===== src/rtl/sort_controller_pkg.sv =====
// sort_pkg: shared definitions for the 8-entry exchange-sort controller.
//   sort_state_t  : 4-bit Moore state encoding (12 legal states)
//   SORT_PAIRS    : number of (i,j) compare pairs for N=8
//   SORT_BASE_CYC : busy cycles of a run with no swaps
package sort_pkg;

    typedef enum logic [3:0] {
        S_IDLE   = 4'd0,
        S_INIT_J = 4'd1,
        S_RD_A   = 4'd2,
        S_LD_A   = 4'd3,
        S_RD_B   = 4'd4,
        S_LD_B   = 4'd5,
        S_CMP    = 4'd6,
        S_SWAP_I = 4'd7,
        S_SWAP_J = 4'd8,
        S_NEXT_J = 4'd9,
        S_NEXT_I = 4'd10,
        S_DONE   = 4'd11
    } sort_state_t;

    localparam int unsigned SORT_PAIRS    = 28;
    localparam int unsigned SORT_BASE_CYC = 183;

endpackage


===== src/rtl/sort_controller_if.sv =====
// sort_controller_if: handshake and datapath-control bundle of the sort
// controller.
//   slave  : controller side (takes host requests and datapath flags,
//            drives datapath enables, RAM control and status)
//   master : host/datapath side
interface sort_controller_if;

    // host side
    logic start;
    logic host_wr;
    logic host_rd;
    // datapath flags
    logic AgtB;
    logic zi;
    logic zj;
    // datapath control
    logic EA;
    logic EB;
    logic WR;
    logic Li;
    logic Ei;
    logic Lj;
    logic Ej;
    logic Csel;
    logic Bout;
    logic s;
    logic Rd;
    // status
    logic busy;
    logic done;

    modport slave (
        input  start, host_wr, host_rd, AgtB, zi, zj,
        output EA, EB, WR, Li, Ei, Lj, Ej, Csel, Bout, s, Rd, busy, done
    );

    modport master (
        output start, host_wr, host_rd, AgtB, zi, zj,
        input  EA, EB, WR, Li, Ei, Lj, Ej, Csel, Bout, s, Rd, busy, done
    );

endinterface


===== src/rtl/sort_controller.sv =====
// sort_controller: Moore FSM sequencing an 8-entry in-place exchange sort
// on the byte-sort datapath, and sharing the RAM port with the host while
// idle.
//   clk : rising-edge clock
//   rst : asynchronous active-low reset
//   bus : sort_controller_if.slave (host start/wr/rd, datapath flags in;
//         datapath enables, RAM control, busy/done out)
module sort_controller
    import sort_pkg::*;
(
    input logic             clk,
    input logic             rst,
    sort_controller_if.slave bus
);

    sort_state_t r_state;
    sort_state_t w_next;

    always_ff @(posedge clk or negedge rst) begin
        if (!rst) r_state <= S_IDLE;
        else      r_state <= w_next;
    end

    always_comb begin
        w_next   = S_IDLE;
        bus.EA   = 1'b0;
        bus.EB   = 1'b0;
        bus.WR   = 1'b0;
        bus.Li   = 1'b0;
        bus.Ei   = 1'b0;
        bus.Lj   = 1'b0;
        bus.Ej   = 1'b0;
        bus.Csel = 1'b0;
        bus.Bout = 1'b0;
        bus.s    = 1'b0;
        bus.Rd   = 1'b0;
        bus.busy = 1'b0;
        bus.done = 1'b0;

        // IDLE outputs pass host inputs straight through, so reset must
        // gate them explicitly rather than rely on the state register.
        if (rst) begin
            bus.busy = (r_state != S_IDLE);
            case (r_state)
                S_IDLE: begin
                    bus.WR = bus.host_wr;
                    bus.Rd = bus.host_rd;
                    if (bus.start) begin
                        bus.Li = 1'b1;
                        w_next = S_INIT_J;
                    end
                end
                S_INIT_J: begin
                    bus.s  = 1'b1;
                    bus.Lj = 1'b1;
                    w_next = S_RD_A;
                end
                S_RD_A: begin
                    bus.s  = 1'b1;
                    w_next = S_LD_A;
                end
                S_LD_A: begin
                    bus.s  = 1'b1;
                    bus.EA = 1'b1;
                    w_next = S_RD_B;
                end
                S_RD_B: begin
                    bus.s    = 1'b1;
                    bus.Csel = 1'b1;
                    w_next   = S_LD_B;
                end
                S_LD_B: begin
                    bus.s    = 1'b1;
                    bus.Csel = 1'b1;
                    bus.EB   = 1'b1;
                    w_next   = S_CMP;
                end
                S_CMP: begin
                    bus.s  = 1'b1;
                    w_next = bus.AgtB ? S_SWAP_I : S_NEXT_J;
                end
                S_SWAP_I: begin
                    bus.s    = 1'b1;
                    bus.Bout = 1'b1;
                    bus.WR   = 1'b1;
                    w_next   = S_SWAP_J;
                end
                S_SWAP_J: begin
                    bus.s    = 1'b1;
                    bus.Csel = 1'b1;
                    bus.WR   = 1'b1;
                    w_next   = S_NEXT_J;
                end
                S_NEXT_J: begin
                    bus.s = 1'b1;
                    if (bus.zj) begin
                        w_next = S_NEXT_I;
                    end else begin
                        bus.Ej = 1'b1;
                        w_next = S_RD_A;
                    end
                end
                S_NEXT_I: begin
                    bus.s = 1'b1;
                    if (bus.zi) begin
                        w_next = S_DONE;
                    end else begin
                        bus.Ei = 1'b1;
                        w_next = S_INIT_J;
                    end
                end
                S_DONE: begin
                    bus.done = 1'b1;
                    w_next   = S_IDLE;
                end
                default: w_next = S_IDLE;
            endcase
        end
    end

endmodule


===== src/flat_wrapper.sv =====
// flat-port wrapper written by rule: the top's interface ports become plain ports
module sort_controller_flat import sort_pkg::*;
  (clk, rst, bus_start, bus_host_wr, bus_host_rd, bus_AgtB, bus_zi, bus_zj, bus_EA, bus_EB, bus_WR, bus_Li, bus_Ei, bus_Lj, bus_Ej, bus_Csel, bus_Bout, bus_s, bus_Rd, bus_busy, bus_done);
  sort_controller_if bus_i ();
  input logic clk;
  input logic rst;
  input wire logic [$bits(bus_i.start)-1:0] bus_start;
  input wire logic [$bits(bus_i.host_wr)-1:0] bus_host_wr;
  input wire logic [$bits(bus_i.host_rd)-1:0] bus_host_rd;
  input wire logic [$bits(bus_i.AgtB)-1:0] bus_AgtB;
  input wire logic [$bits(bus_i.zi)-1:0] bus_zi;
  input wire logic [$bits(bus_i.zj)-1:0] bus_zj;
  output wire logic [$bits(bus_i.EA)-1:0] bus_EA;
  output wire logic [$bits(bus_i.EB)-1:0] bus_EB;
  output wire logic [$bits(bus_i.WR)-1:0] bus_WR;
  output wire logic [$bits(bus_i.Li)-1:0] bus_Li;
  output wire logic [$bits(bus_i.Ei)-1:0] bus_Ei;
  output wire logic [$bits(bus_i.Lj)-1:0] bus_Lj;
  output wire logic [$bits(bus_i.Ej)-1:0] bus_Ej;
  output wire logic [$bits(bus_i.Csel)-1:0] bus_Csel;
  output wire logic [$bits(bus_i.Bout)-1:0] bus_Bout;
  output wire logic [$bits(bus_i.s)-1:0] bus_s;
  output wire logic [$bits(bus_i.Rd)-1:0] bus_Rd;
  output wire logic [$bits(bus_i.busy)-1:0] bus_busy;
  output wire logic [$bits(bus_i.done)-1:0] bus_done;
  assign bus_i.start = bus_start;
  assign bus_i.host_wr = bus_host_wr;
  assign bus_i.host_rd = bus_host_rd;
  assign bus_i.AgtB = bus_AgtB;
  assign bus_i.zi = bus_zi;
  assign bus_i.zj = bus_zj;
  assign bus_EA = bus_i.EA;
  assign bus_EB = bus_i.EB;
  assign bus_WR = bus_i.WR;
  assign bus_Li = bus_i.Li;
  assign bus_Ei = bus_i.Ei;
  assign bus_Lj = bus_i.Lj;
  assign bus_Ej = bus_i.Ej;
  assign bus_Csel = bus_i.Csel;
  assign bus_Bout = bus_i.Bout;
  assign bus_s = bus_i.s;
  assign bus_Rd = bus_i.Rd;
  assign bus_busy = bus_i.busy;
  assign bus_done = bus_i.done;
  sort_controller u_core (.clk(clk), .rst(rst), .bus(bus_i));
endmodule

===== config.mk =====
export PLATFORM = sky130hd
export DESIGN_NAME = sort_controller_flat
export DESIGN_NICKNAME = d
export VERILOG_FILES = /design/src/rtl/sort_controller_pkg.sv /design/src/rtl/sort_controller_if.sv /design/src/rtl/sort_controller.sv /design/src/flat_wrapper.sv
export SDC_FILE = /design/constraint.sdc
export NUM_CORES = 1
export LEC_CHECK = 0
export ABC_AREA = 1
export BUFFER_PORTS_ARGS = -buffer_cell sky130_fd_sc_hd__buf_2
export CORE_AREA = 2 2 39 41
export DETAILED_ROUTE_END_ITERATION = 12
export DIE_AREA = 0 0 41 43
export GPL_TIMING_DRIVEN = 0
export SKIP_CTS_REPAIR_TIMING = 1
export SLEW_MARGIN = 20
export SYNTH_ARGS = -nofsm -noshare
export SYNTH_HDL_FRONTEND = slang
export SYNTH_SLANG_ARGS = --single-unit

===== constraint.sdc =====
create_clock -name clk -period 1.2 [get_ports clk]
set_input_delay 0.24 -clock clk [delete_from_list [all_inputs] [get_ports clk]]
set_output_delay 0.24 -clock clk [all_outputs]
set_load 0.005 [all_outputs]

==> run metrics <==
DRC Markers 0; Mapped Area 379.1 um2; setup ws final -420.1 ps; synth unique cells 15; unrepaired setup endpoints after global routing yes; Layout Skew 3.381 ps; CTS max path bufs 2; Crit Path Class flip-flop to output pin; layout cell share with drive strength beyond 1 0.6082; Total GRT Usage 0.1472; Pwr Density 956.7 mW/mm2; die area 0.001763 mm2; initial antenna violation count 0; # rows 14; port bufs 20; Final HPWL DP 853.3 um; setup TNS -3885 ps; Ports 21; Design Power 618.9 uW; Main synth FF type dfrtp_1; Lkg Pwr 0.0003576 uW; vias in the first global route 432; H-tree levels 1; Routed WL per cell 11.30 um; core footprint 0.001384 mm2; largest cells by area after synthesis dfrtp_1 (26%), nand2_1 (18%), nor2_1 (15%), nand3_1 (6.6%), inv_1 (5.9%); final WL 1277 um; global placement routability congestion 0.8252; Max-Cap Viols 0; biggest regs u_core.r_state (4); TritonCTS Buffers 3; crit end category output pin; post-synthesis sequential area ratio 0.2640; final hold viol count 4; status complete, but fails checks; final setup vio count 13; CTS Sinks 4; GRT overflow 0; Die W 41 um; failing checks hold timing, setup timing; Post-DRT Antenna Nets 0; Clk Latency, worst-skew pair 230 ps; Cells after Synth 68; Slew headroom 0.8680; CP startpoint kind flip-flop; most common cell in the synthesized netlist nand2_1; most area-hungry cell type in the Yosys netlist dfrtp_1; FFs w/ async S/R, synth 1.000; max reg flops 4; Reg clk slew, reported paths 40 ps; placed cell count 104; final slew viol count 0; worst hold slack -163.8 ps; die span in y 43 um; Max Freq 0.6172 GHz; # diodes 0; top cells by instance count after synthesis nand2_1 (18), nor2_1 (15), inv_1 (6); DRT Pass-1 Iters 4; # fillers 150; worst-path fanout max 5; worst slack, placed -199.7 ps; minimum clock period after layout 1620 ps; WP data arrival 1380 ps; CTS tree built; WP data required 960 ps; DR vias 527; Period Utilization, post-route 1.350; syn_area_per_cell 5.575 um2; Synth Net Count 76; EDFF count, synth 0; Max VDD drop 0.5654 mV; Starting Density 0.2740; Finished Layout Cells 113; Yosys top cell area share 0.2640; clk root buf clkbuf_4; Seq cells post-synth 4; Synthesis Warnings 0; Vias/cell 4.664; Final #Nets 107; Largest Register u_core.r_state; largest net degree at the start of global routing 11; actual slew at the worst max-slew pin 198.1 ps; Area Growth Syn to Fin 70.63%; HP Class input port to async pin; global-route wire length before repair 1759 um; Starting DRT DRC Count 6
-- logic make-up after synthesis --
family                 count (synthesis)  synth area share
DFF                                    4            0.2640
AOI/OAI and AO/OA                      5           0.06932
buffers and inverters                 11            0.1089
and+or+nand+nor                       48            0.5577
-- placed cells by master (no fill, tap or decap) --
cell / count
nand3_1: 4
clkbuf_2: 1
a21oi_1: 4
nor3_1: 2
a31oi_1: 1
nor2_1: 12
buf_4: 5
buf_6: 1
inv_2: 5
inv_4: 1
dfrtp_1: 1
dfrtp_2: 3
nand3_2: 1
nand2_2: 9
nand2_1: 10
nand2_4: 1
nor2_4: 4
nor2_2: 2
nor4_2: 1
buf_2: 20
nor3_2: 2
inv_1: 4
clkbuf_4: 3
-- path summary, 6_finish.rpt --
check	startpoint	endpoint	slack [ps]	cells after the start
min reg2reg	u_core.r_state[0]$_DFF_PN0_	u_core.r_state[2]$_DFF_PN0_	700	2
max in group asynchronous	rst	u_core.r_state[2]$_DFF_PN0_	1190	1
min in group clk	bus_start	u_core.r_state[0]$_DFF_PN0_	280	3
max reg2reg	u_core.r_state[3]$_DFF_PN0_	u_core.r_state[2]$_DFF_PN0_	30	5
max	u_core.r_state[2]$_DFF_PN0_	bus_WR	-420	6
min	rst	u_core.r_state[1]$_DFF_PN0_	-160	1
-- where the power goes --
group / switching (uW) / internal (uW)
Combinational: 161 / 124
Sequential: 21.6 / 149
Clock: 51.5 / 112
Total: 234 / 385
-- metrics by stage --
stage          utilization  cell area, um2  hold slack, ps
3_5_place_dp        0.3608           499.2           71.57
4_1_cts             0.3770           521.8          -180.5
3_3_place_gp        0.3608           499.2           70.28
6_report            0.4675           646.9          -163.8
2_1_floorplan            -           379.1          -55.59
5_1_grt             0.4675           646.9          -172.9
-- cell type report --
class | count | area, um2 | area share
Sequential cell | 4 | 103.9 | 0.1605
Buffer | 1 | 5.005 | 0.007737
Clock buffer | 3 | 22.52 | 0.03482
Multi-Input combinational cell | 53 | 306.5 | 0.4739
Tap cell | 16 | 20.02 | 0.03095
Timing Repair Buffer | 26 | 148.9 | 0.2302
Inverter | 10 | 40.04 | 0.06190
-- metal layers --
metal / wire [um] / GRT usage / part of all wire / vias up
li1: - / - / - / 271
met1: 566 / 0.1987 / 0.44 / 234
met2: 632 / 0.2094 / 0.49 / 18
met3: 52 / 0.03141 / 0.041 / 4
met4: 25 / 0.08000 / 0.020 / 0
met5: 0 / 0 / 0 / -
-- critical path: stages (launching register included) --
cell and delay (ps):
dfrtp_2 450, nor2_4 160, inv_2 70, nor2_4 170, nand2_1 70, a21oi_1 110
buf_2 120
Note: power is estimated with default switching activity, not from simulation.
